File: src/rtl/fp_wb_collector_pkg.sv
// Shared types and constants for the FP writeback collector.
//   exe_p_mux_bus_type : pipeline bundle travelling with each FP result
//   FP_WB_UNITS        : number of FP units feeding the writeback path
//   FP_UNIT_*          : unit index constants (position in the request vector)
package fp_wb_collector_pkg;

  localparam int unsigned FP_WB_UNITS    = 3;
  localparam int unsigned FP_UNIT_ADDSUB = 0;
  localparam int unsigned FP_UNIT_MUL    = 1;
  localparam int unsigned FP_UNIT_DIV    = 2;

  typedef struct packed {
    logic [4:0] rd_addr;
    logic       rd_we;
    logic [4:0] fflags;
    logic [2:0] rob_tag;
  } exe_p_mux_bus_type;

endpackage

File: src/rtl/fp_wb_collector_rr_arbiter.sv
// Combinational N-way round-robin arbiter.
//   req_i   : request vector
//   ptr_i   : index where the search starts (must be < N)
//   grant_o : one-hot grant, zero when nothing requests
//   idx_o   : encoded index of the granted requester (0 when no grant)
module fp_wb_collector_rr_arbiter #(
  parameter int unsigned N    = 3,
  parameter int unsigned IdxW = 2
) (
  input  logic [N-1:0]    req_i,
  input  logic [IdxW-1:0] ptr_i,
  output logic [N-1:0]    grant_o,
  output logic [IdxW-1:0] idx_o
);

  always_comb begin
    int unsigned cand;
    logic        found;
    grant_o = '0;
    idx_o   = '0;
    found   = 1'b0;
    cand    = 0;
    for (int unsigned k = 0; k < N; k++) begin
      // Walk from the pointer, wrapping modulo N.
      cand = 32'(ptr_i) + k;
      if (cand >= N) cand = cand - N;
      if (!found && req_i[cand[IdxW-1:0]]) begin
        found                      = 1'b1;
        grant_o[cand[IdxW-1:0]]    = 1'b1;
        idx_o                      = cand[IdxW-1:0];
      end
    end
  end

endmodule

File: src/rtl/fp_wb_collector.sv
// FP writeback collector: grants one FP unit result per cycle (round-robin)
// onto the single writeback path and registers it toward the EXE/MEM mux.
//   clk_i, rst_ni   : clock, asynchronous active-low reset
//   en_i            : global pipeline enable (low = core stalled)
//   flush_i         : kill the writeback register this cycle
//   unit_valid_i    : per-unit result valid (p_result)
//   unit_result_i   : per-unit results, unit i at [i*DATA_W +: DATA_W]
//   unit_bus_i      : per-unit pipeline bundles
//   unit_en_o       : per-unit enable, low freezes a unit that lost arbitration
//   wb_valid_o, wb_result_o, wb_bus_o, wb_unit_o : registered granted result
//   stall_cnt_o     : saturating count of unit-cycles lost to arbitration
module fp_wb_collector
  import fp_wb_collector_pkg::*;
#(
  parameter int unsigned NUM_UNITS = FP_WB_UNITS,
  parameter int unsigned DATA_W    = 32,
  parameter int unsigned CNT_W     = 16,
  localparam int unsigned IdxW     = (NUM_UNITS > 1) ? $clog2(NUM_UNITS) : 1
) (
  input  logic                          clk_i,
  input  logic                          rst_ni,
  input  logic                          en_i,
  input  logic                          flush_i,
  input  logic [NUM_UNITS-1:0]          unit_valid_i,
  input  logic [NUM_UNITS*DATA_W-1:0]   unit_result_i,
  input  exe_p_mux_bus_type [NUM_UNITS-1:0] unit_bus_i,
  output logic [NUM_UNITS-1:0]          unit_en_o,
  output logic                          wb_valid_o,
  output logic [DATA_W-1:0]             wb_result_o,
  output exe_p_mux_bus_type             wb_bus_o,
  output logic [IdxW-1:0]               wb_unit_o,
  output logic [CNT_W-1:0]              stall_cnt_o
);

  localparam int unsigned PopW = $clog2(NUM_UNITS + 1);
  localparam int unsigned SumW = CNT_W + PopW;
  localparam logic [CNT_W-1:0] CntMax = '1;

  logic [NUM_UNITS-1:0] req, grant, lost;
  logic [IdxW-1:0]      gidx;
  logic                 any_grant;

  logic              wb_valid_q, wb_valid_d;
  logic [DATA_W-1:0] wb_result_q, wb_result_d;
  exe_p_mux_bus_type wb_bus_q, wb_bus_d;
  logic [IdxW-1:0]   wb_unit_q, wb_unit_d;
  logic [IdxW-1:0]   rr_ptr_q, rr_ptr_d;
  logic [CNT_W-1:0]  stall_cnt_q, stall_cnt_d;

  // Requests are only arbitrated while the pipeline moves and nothing is flushed.
  assign req = (en_i && !flush_i) ? unit_valid_i : '0;

  fp_wb_collector_rr_arbiter #(
    .N    (NUM_UNITS),
    .IdxW (IdxW)
  ) u_rr_arbiter (
    .req_i   (req),
    .ptr_i   (rr_ptr_q),
    .grant_o (grant),
    .idx_o   (gidx)
  );

  assign any_grant = |grant;
  assign lost      = req & ~grant;
  // During flush req is zero, so every unit simply follows en_i.
  assign unit_en_o = {NUM_UNITS{en_i}} & ~lost;

  always_comb begin
    wb_valid_d  = wb_valid_q;
    wb_result_d = wb_result_q;
    wb_bus_d    = wb_bus_q;
    wb_unit_d   = wb_unit_q;
    if (flush_i) begin
      wb_valid_d = 1'b0;
      wb_bus_d   = '0;
    end else if (en_i) begin
      if (any_grant) begin
        wb_valid_d  = 1'b1;
        wb_result_d = unit_result_i[gidx*DATA_W +: DATA_W];
        wb_bus_d    = unit_bus_i[gidx];
        wb_unit_d   = gidx;
      end else begin
        wb_valid_d = 1'b0;
        wb_bus_d   = '0;
      end
    end
  end

  always_comb begin
    rr_ptr_d = rr_ptr_q;
    if (any_grant) begin
      rr_ptr_d = (gidx == IdxW'(NUM_UNITS - 1)) ? '0 : gidx + IdxW'(1);
    end
  end

  always_comb begin
    logic [SumW-1:0] pop;
    logic [SumW-1:0] sum;
    pop = '0;
    for (int unsigned i = 0; i < NUM_UNITS; i++) begin
      pop = pop + SumW'(lost[i]);
    end
    sum         = SumW'(stall_cnt_q) + pop;
    stall_cnt_d = (sum > SumW'(CntMax)) ? CntMax : sum[CNT_W-1:0];
  end

  always_ff @(posedge clk_i or negedge rst_ni) begin
    if (!rst_ni) begin
      wb_valid_q  <= 1'b0;
      wb_result_q <= '0;
      wb_bus_q    <= '0;
      wb_unit_q   <= '0;
      rr_ptr_q    <= '0;
      stall_cnt_q <= '0;
    end else begin
      wb_valid_q  <= wb_valid_d;
      wb_result_q <= wb_result_d;
      wb_bus_q    <= wb_bus_d;
      wb_unit_q   <= wb_unit_d;
      rr_ptr_q    <= rr_ptr_d;
      stall_cnt_q <= stall_cnt_d;
    end
  end

  assign wb_valid_o  = wb_valid_q;
  assign wb_result_o = wb_result_q;
  assign wb_bus_o    = wb_bus_q;
  assign wb_unit_o   = wb_unit_q;
  assign stall_cnt_o = stall_cnt_q;

endmodule

File: config.mk
export PLATFORM = sky130hd
export DESIGN_NAME = fp_wb_collector
export DESIGN_NICKNAME = d
export VERILOG_FILES = /design/src/rtl/fp_wb_collector_pkg.sv /design/src/rtl/fp_wb_collector_rr_arbiter.sv /design/src/rtl/fp_wb_collector.sv
export SDC_FILE = /design/constraint.sdc
export NUM_CORES = 1
export LEC_CHECK = 0
export ABC_AREA = 0
export BUFFER_PORTS_ARGS = -buffer_cell sky130_fd_sc_hd__buf_2
export CORE_MARGIN = 2
export CORE_UTILIZATION = 45
export DETAILED_ROUTE_END_ITERATION = 12
export PLACE_DENSITY = 0.79
export SYNTH_ARGS = -nofsm -noshare
export SYNTH_HDL_FRONTEND = slang
export SYNTH_SLANG_ARGS = --single-unit
File: constraint.sdc
create_clock -name clk_i -period 4.4 [get_ports clk_i]
set_input_delay 0.22 -clock clk_i [delete_from_list [all_inputs] [get_ports clk_i]]
set_output_delay 0.22 -clock clk_i [all_outputs]
set_load 0.005 [all_outputs]
=== Yosys cells after proc, flatten, opt, wreduce, memory -nomap -nowiden ===
Index checks and enable logic that the tools add are counted.

* Register bits: 67
* Bits in latches: 0
* RAM bits: 0
* ROM bits: 0
* Input port bits: 145
* Logic and storage cells: 84
* Memories kept: 0

* $add $sub $neg: 9
* Multiply operators: 0
* Divide/modulo/power cells: 0
* Magnitude comparators: 11
* Equality and inequality tests: 1
* Shift-type cells: 1
* Muxes and demuxes: 34
* Bitwise logic cells: 7
* Reduce and logical (&&, ||, !) cells: 12

{| class="wikitable"
|+ Operators with widths
! kind !! count
|-
| $shiftx 96x8->32 || 1
|-
| $mux 14 || 4
|-
| $bmux 14 s2 || 1
|-
| $add 16x3->17 || 1
|-
| $gt 17x16->1 const B || 1
|-
| $mux 16 || 1
|-
| $mux 2 || 7
|-
| $lt 2x3->1 const B || 4
|-
| $mux 3 || 4
|-
| $mux 1 || 11
|-
| $and 3x3->3 || 2
|-
| $bmux 1 s2 || 3
|-
| $demux 1 s2 || 3
|-
| $ge 2x1->1 const B || 3
|-
| $ge 3x2->1 const B || 2
|-
| $logic_and 1x1->1 || 6
|-
| $not 3->3 || 2
|-
| $or 3x3->3 || 2
|-
| $sub 2x2->2 const B || 3
|-
| $add 2x1->3 || 1
|-
| $add 2x1->3 const B || 1
|-
| $add 2x2->3 const B || 1
|-
| $logic_not 1->1 || 3
|-
| $reduce_and 3->1 || 1
|-
| 7 further kinds || 7
|}

=== Logic depth before layout (Yosys ltp) ===
Gate-level depths: netlist of the first run.

* Depth in word-level cells: 19
* Mapped depth: 17
* Depth with buffers taken out: 16

=== By module ===
Synthesis of the first run repeated with hierarchy kept, for this count alone.

* Cells, all modules: 434
* Area, all modules: 3,982.6 um2

{| class="wikitable"
|+ By module, submodules not included
! module !! instances !! cells an instance !! area each (um2) !! seq. area each (um2)
|-
| fp_wb_collector || 1 || 396 || 3,716.1 || 1,676.6
|-
| fp_wb_collector_rr_arbiter || 1 || 38 || 266.5 || 0.0
|}

=== Least setup slack after synthesis of the first run ===
Ideal clock, no wire load.

* Path type: register to register
* Start: register rr_ptr_q[1]
* End: register stall_cnt_q[1] (netlist: stall_cnt_o[1])
* Data arrival time: 3,985 ps
* Required time: 4,332 ps
* Setup slack: 347 ps
* Stages on the path, launching flop included: 18
* Buffers on the path: 2
* Period minus slack after synthesis: 4,053 ps
* Cells stage by stage: dfrtp_1 inv_1 ha_1 buf_4 mux2i_1 nor3_1 or4_1 o21ai_1 a31o_2 nor2_1 fa_1 ha_1 inv_1 fa_1 nor4_1 nand3_1 clkbuf_1 nand2_1

* Cells in the longest elaborated chain, start to end: 18

{| class="wikitable"
|+ RTL lines
! item !! RTL line !! text
|-
| start, declared || fp_wb_collector.sv:47 || <nowiki>logic [IdxW-1:0] rr_ptr_q, rr_ptr_d;</nowiki>
|-
| start signal, assigned || fp_wb_collector.sv:120 || <nowiki>rr_ptr_q <= rr_ptr_d;</nowiki>
|-
| $add 2x1->3 (tied with other cells) || fp_wb_collector_rr_arbiter.sv:25 || <nowiki>cand = 32'(ptr_i) + k;</nowiki>
|-
| $ge 3x2->1 (tied with other cells) || fp_wb_collector_rr_arbiter.sv:26 || <nowiki>if (cand >= N) cand = cand - N;</nowiki>
|-
| $mux 2 (tied with other cells) || fp_wb_collector_rr_arbiter.sv:26 ||
|-
| $lt 2x3->1 (implied by the code) (tied with other cells) || fp_wb_collector_rr_arbiter.sv:29 || <nowiki>grant_o[cand[IdxW-1:0]] = 1'b1;</nowiki>
|-
| $logic_and 1x1->1 (implied by the code) (tied with other cells) || fp_wb_collector_rr_arbiter.sv:29 ||
|-
| $mux 1 (implied by the code) (tied with other cells) || fp_wb_collector_rr_arbiter.sv:29 ||
|-
| $demux 1 s2 (tied with other cells) || - ||
|-
| $or 3x3->3 (no line) or $mux 1 (tied branches) || - ||
|-
| [... 3 more ...] || - ||
|-
| $not 3->3 (*) || fp_wb_collector.sv:64 || <nowiki>assign lost = req & ~grant;</nowiki>
|-
| $and 3x3->3 (*) || fp_wb_collector.sv:64 ||
|-
| $add 1x1->2 || fp_wb_collector.sv:101 || <nowiki>pop = pop + SumW'(lost[i]);</nowiki>
|-
| $add 2x1->3 (*) || fp_wb_collector.sv:101 ||
|-
| $add 16x3->17 (*) || fp_wb_collector.sv:103 || <nowiki>sum = SumW'(stall_cnt_q) + pop;</nowiki>
|-
| $gt 17x16->1 || fp_wb_collector.sv:104 || <nowiki>stall_cnt_d = (sum > SumW'(CntMax)) ? CntMax : sum[CNT_W-1:0];</nowiki>
|-
| $mux 16 (*) || fp_wb_collector.sv:104 ||
|-
| net stall_cnt_d[1] || fp_wb_collector.sv:48 || <nowiki>logic [CNT_W-1:0] stall_cnt_q, stall_cnt_d;</nowiki>
|-
| end signal, assigned || fp_wb_collector.sv:121 || <nowiki>stall_cnt_q <= stall_cnt_d;</nowiki>
|-
| end, declared || fp_wb_collector.sv:48 ||
|}

Mark *: on every way through the listed nets, which the timed path passes. The rest lies on a longest branch. The select of a mux whose other input is x is not followed.
A chain may end at the register's enable or synchronous reset.

=== Final worst setup path of the first run ===
* Start: register rr_ptr_q[1]
* End: register stall_cnt_q[14] (netlist: stall_cnt_o[14])

Same word-level chain as after synthesis.

==> impl_metrics.csv, run 1 <==
group,metric,value,unit
routing,first_pass_iters,5,
grt,grt_first_pass_wirelength,16.2,mm
routing,drt-initial-drc-count,75,
grt,grt_pass1_vias,3593,
worst_setup_path,ff2ff_setup_slack,300,ps
pwr,powerDensity,506,nW/um2
worst_setup_path,critical_path.max_stage_delay,510,ps
place,place_hpwl,8.21,mm
grt,track_usage,0.199,
sta,timing.final.crit_period,4100,ps
sta,setup_viol,0,
grt,grt_antenna_before_repair,0,
grt,grt_remaining_overflow,0,
die,initial_core_util,0.465,
logic_synthesis,async_reset_ff_frac,1.00,
worst_setup_path,start_kind,"register",
worst_setup_path,crit_path_frequent_cell,"inv_1",
cts,htreeDepth,3,
worst_setup_path,arrival,4320,ps
sta,finClkSkew,8.13,ps
worst_setup_path,crit_path_end_kind,"register",
cts,clk_pin_slew,70,ps
routing,wl_per_cell,15.1,um
die,die_h,102,um
final_layout,fin_nets,726,
routing,vias_per_cell,5.11,
die,io_pins,213,
final_layout,final_common_cell,"buf_2",
pwr,leakage,2.87,nW
logic_synthesis,netlist_area,4290,um2
sta,min_period_over_period,0.931,
final_layout,final_cell_mix,"212 x buf_2, 67 x dfrtp_1, 56 x mux2_2, 31 x nand2_1, 25 x mux2_4",
logic_synthesis,ys_ff_latch,67,
final_layout,fin_util,0.620,
final_layout,fill_cells,797,
die,coreArea,9240,um2
place,place_area,5460,um2
logic_synthesis,synth_area_per_cell,11.8,um2
status,run_status,"complete, no violations",
logic_synthesis,synthCells,363,
routing,antenna_left,0,
cts,cts.path.max_buffers,2,
cts,post-cts-setup-buffer-count,0,
sta,fmax,244,MHz
sta,timing.slew.headroom,0.202,
cts,clock_latency,330,ps
logic_synthesis,ys_seq_area_frac,0.390,
worst_setup_path,critPathLaunch,"rr_ptr_q[1]",
final_layout,drive_gt1_frac,0.571,
logic_synthesis,syn_nets,516,
sta,hold_violations,0,
routing,drt_wl_total,10.7,mm
worst_setup_path,required,4620,ps
worst_setup_path,worstPathMaxFanout,7,
die,die_w,102,um
sta,tightest_slew,1190,ps
routing,drc,0,
min_path,hp-class,"input port to async pin",
run,maxCapViolations,0,
worst_setup_path,reg2reg_from,"rr_ptr_q[1]",
sta,rsz0062_at_grt,"no",
final_layout,area_growth,33.4,%
cts,root_buffer,"clkbuf_8",
cts,cts_sinks,67,
die,die_area,10300,um2
logic_synthesis,ys_warn_count,0,
pwr,peakVddDrop,0.259,mV
routing,num_vias,3615,
place,port-buffer-count,212,
logic_synthesis,synth_edf_count,0,
logic_synthesis,synth.distinct_cells,50,
place,gp_congestion,0.846,
sta,finalMaxSlewViolations,0,
worst_setup_path,path_class,"register to register",
cts,numCtsBuffers,9,
worst_setup_path,cp_slowest_cell,"or4_1",
logic_synthesis,synthFlopType,"dfrtp_1",
worst_setup_path,worstPathCellList,"inv_1 > ha_2 > mux2i_1 > o32ai_2 > or4_1 > o21ai_1 > a31o_2 > nor2_1 > fa_1 > ha_1 > inv_1 > fa_2 > nor4_4 > buf_4 > nand3_1 > nor3_1 > a21oi_1",
cts,cts_tree,"yes",
grt,grt_max_degree,68,
final_layout,antennaDiodeCount,0,
die,num_rows,35,
final_layout,stdcell_area,5730,um2
cts,ctsHoldBuffers,0,
==> Yosys cell counts, drive strengths merged, types with 2 or more instances <==
library cell	number	area [um2]
mux2	101	1230
dfrtp	67	1680
nand2	31	116
nand2b	20	128
mux2i	19	190
buf	16	134
a32o	14	140
nor2	13	48.8
inv	12	45.0
ha	6	75.1
xor2	6	52.6
o21ai	5	25.0
a21oi	4	23.8
clkbuf	4	15.0
o32ai	4	61.3
a31oi	3	18.8
and3	3	18.8
nand3	3	15.0
nor3	3	15.0
xnor2	3	26.3
a21o	2	15.0
a31o	2	17.5
fa	2	40.0
nand3b	2	15.0
nand4	2	12.5
nor2b	2	12.5
nor3b	2	20.0
==> repair_timing <==
item                                   4_1_cts  5_1_grt
pin swaps                                    0        1
setup endpoints to repair                   14       15
gates resized for setup                      1        7
endpoints found under the hold margin        0        0
==> final cells by class <==
class                      instances  area (um2)  area share
clock buffer                      12         155      0.0271
clock inverter                     4        72.6      0.0127
inverter                          12        45.0     0.00786
multi-input combinational        264        2490       0.435
sequential                        67        1680       0.293
tap                              129         161      0.0282
timing repair buffer             219        1130       0.197
==> per-layer routing <==
metal,track usage,vias to the layer above,share of wire
li1,-,1727,-
met1,0.217,1727,0.39
met2,0.377,145,0.54
met3,0.0386,16,0.060
met4,0.0780,0,0.018
met5,0,-,0
==> where the power goes <==
group	internal (mW)	switching, mW
combinational	0.736	0.592
sequential	0.859	0.134
clock	0.350	0.227
total	1.94	0.953
==> final timing paths <==
| path | endpoint | cells after the start |
|---|---|---|
| min reg2reg | wb_result_o[21] | 1 |
| min | wb_valid_o | 2 |
| min in group clk_i | wb_bus_o[5] | 3 |
| max reg2reg | stall_cnt_o[14] | 17 |
| max | stall_cnt_o[14] | 17 |
| max in group asynchronous | wb_result_o[20] | 2 |
==> worst max-delay path, delay by kind of cell, from the launching register on <==
kind / cells / cell delay (ps)
adder cells (fa/ha/maj): 4 / 1340
AO/OA/AOI/OAI: 4 / 530
flip-flops: 1 / 400
AND/OR/NAND/NOR: 5 / 1100
multiplexers: 1 / 270
buffers and inverters: 3 / 340
==> stage by stage <==
| step | std cells | setup TNS, ps | worst slack, ps | hold WS [ps] | power (mW) |
|---|---|---|---|---|---|
| after global placement | 691 | 0 | 171 | 451 | 2.28 |
| final | 707 | 0 | 304 | 73.7 | 2.90 |
| after global routing | 707 | 0 | 17.6 | 135 | 3.10 |
| after CTS | 707 | 0 | 1.76 | 97.9 | 2.92 |
| after detailed placement | 691 | -489 | -81.5 | 469 | 2.33 |
| after floorplan | 363 | 0 | 347 | -75.6 | 1.88 |
==> state kept, by name, indices dropped and copies added, names as in the netlist <==
signal       count
rr_ptr_q         2
stall_cnt_o     16
wb_bus_o        14
wb_result_o     32
wb_unit_o        2
wb_valid_o       1
==> cells by family (layout without fill, tap and decap cells) <==
| family | count (synthesis) | after routing | share of synthesized area |
|---|---|---|---|
| AOI/OAI and AO/OA | 41 | 41 | 0.0851 |
| xor gates and xnor gates | 9 | 9 | 0.0184 |
| adders and majority gates | 8 | 8 | 0.0268 |
| buffers and inverters | 32 | 247 | 0.0452 |
| DFF | 67 | 67 | 0.390 |
| muxes | 120 | 120 | 0.331 |
| and+or+nand+nor | 86 | 86 | 0.103 |
Power figures use the tool's default switching activity.
==> run 2: changes to the inputs <==
- BUFFER_PORTS_ARGS: -buffer_cell sky130_fd_sc_hd__buf_2 -> not set
- DONT_BUFFER_PORTS: not set -> 1
- PLACE_DENSITY: 0.79 -> not set
==> impl_metrics.csv, run 2 (synthesized netlist as in run 1, its figures left out) <==
group,metric,value,unit
routing,wl_per_cell,18.8,um
grt,grt_first_pass_wirelength,14.2,mm
run,maxCapViolations,0,
sta,hold_violations,0,
place,gp_congestion,0.840,
sta,tightest_slew,1030,ps
die,die_w,102,um
place,place_ws,188,ps
min_path,hp-class,"input port to register",
sta,setup_viol,0,
place,place_hpwl,6.79,mm
routing,num_vias,2819,
status,run_status,"complete, no violations",
final_layout,drive_gt1_frac,0.318,
final_layout,final_common_cell,"dfrtp_1",
die,die_h,102,um
worst_setup_path,worstPathMaxFanout,12,
final_layout,stdcell_area,4650,um2
sta,timing.slew.headroom,0.311,
grt,grt_antenna_before_repair,0,
routing,first_pass_iters,4,
cts,numCtsBuffers,9,
final_layout,largest_reg_flops,32,
final_layout,area_growth,8.28,%
place,port-buffer-count,0,
final_layout,fin_nets,517,
pwr,powerDensity,541,nW/um2
routing,vias_per_cell,5.67,
die,die_area,10300,um2
routing,drc,0,
sta,timing.final.crit_period,4170,ps
final_layout,fin_util,0.503,
sta,holdWs,132,ps
final_layout,antennaDiodeCount,0,
sta,finalMaxSlewViolations,0,
pwr,power.total,2.52,mW
grt,track_usage,0.180,
worst_setup_path,path_class,"register to register",
sta,finalWorstSetupSlack,233,ps
routing,drt_wl_total,9.34,mm
die,coreArea,9240,um2
cts,htreeDepth,3,
grt,grt_max_degree,68,
die,initial_core_util,0.465,
final_layout,final_cell_mix,"67 x dfrtp_1, 56 x mux2_2, 31 x nand2_1, 25 x mux2_4, 20 x mux2_1",
place,place_area,4390,um2
cts,cts_sinks,67,
cts,post-cts-setup-buffer-count,0,
cts,cts.path.max_buffers,2,
worst_setup_path,crit_path_end_kind,"register",
pwr,leakage,1.98,nW
grt,grt_pass1_vias,2834,
sta,min_period_over_period,0.947,
routing,drt-initial-drc-count,110,
pwr,peakVddDrop,0.181,mV
cts,cts_tree,"yes",
worst_setup_path,arrival,4430,ps
die,num_rows,35,
grt,grt_remaining_overflow,0,
cts,root_buffer,"clkbuf_8",
routing,antenna_left,0,
cts,clk_pin_slew,70,ps
cts,clock_latency,340,ps
sta,fmax,240,MHz
worst_setup_path,required,4670,ps
die,io_pins,213,
sta,finClkSkew,11.2,ps
worst_setup_path,start_kind,"register",
-- run 2: cell types whose count changed in the layout (fill, tap and decap cells not counted), moves of 2 or more --
cell / change
clkinv_2: +2
buf_4: +2
bufinv_16: -2
buf_2: -212
-- run 2: worst paths after layout --
| path | from | endpoint | slack [ps] | depth (start not counted) |
|---|---|---|---|---|
| max in group asynchronous | rst_ni | wb_result_o[13] | 3680 | 2 |
| setup / recovery | rr_ptr_q[0] | stall_cnt_o[13] | 230 | 17 |
| hold / removal | unit_result_i[44] | wb_result_o[12] | 130 | 2 |
| setup reg to reg | rr_ptr_q[0] | stall_cnt_o[13] | 230 | 17 |
| min in group asynchronous | rst_ni | stall_cnt_o[13] | 410 | 2 |
| hold reg to reg | wb_result_o[19] | wb_result_o[19] | 520 | 1 |
-- run 2: layout make-up --
cell class / instances / area (um2)
Clock buffer: 12 / 145
Clock inverter: 3 / 15.0
Fill cell: 821 / 4590
Inverter: 12 / 45.0
Multi-Input combinational cell: 264 / 2510
Sequential cell: 67 / 1680
Tap cell: 129 / 161
Timing Repair Buffer: 10 / 97.6
-- run 2: power by group --
part	leakage [nW]	total, mW	switching, mW	internal (mW)
Clock	0.0860	0.443	0.229	0.214
Sequential	0.830	1.08	0.215	0.862
Combinational	1.06	0.995	0.440	0.556
-- run 2: critical path, stage by stage (launching register included) --
cell and delay [ps]:
dfrtp_1 440, inv_1 100, ha_2 380, nand2b_1 170, o32ai_4 140, or4_1 490, o21ai_1 130, a31o_2 150
nor2_1 50, fa_1 490, ha_1 160, inv_1 50, fa_1 460, nor4_2 300, buf_4 170, nand3_1 110
buf_4 210, o21ai_0 70
-- run 2: per-stage QoR --
| step | setup TNS (ps) | std cells |
|---|---|---|
| 2_1_floorplan | 0 | 363 |
| 3_3_place_gp | 0 | 480 |
| 3_5_place_dp | 0 | 480 |
| 4_1_cts | 0 | 497 |
| 5_1_grt | -121 | 497 |
| 6_report | 0 | 497 |
-- run 2: routing by layer --
| metal | vias to the layer above | wire, um | global-route usage |
|---|---|---|---|
| met3 | 15 | 853 | 0.0635 |
| met5 | - | 0 | 0 |
| met2 | 144 | 4620 | 0.296 |
| li1 | 1308 | - | - |
| met4 | 0 | 182 | 0.0832 |
| met1 | 1352 | 3680 | 0.212 |
-- run 2: repair_timing --
item                                    in CTS  in global routing
hold buffers                                 2                  0
endpoints found under the setup margin       0                 14
endpoints found under the hold margin       67                  0
gates resized for setup                      0                  9
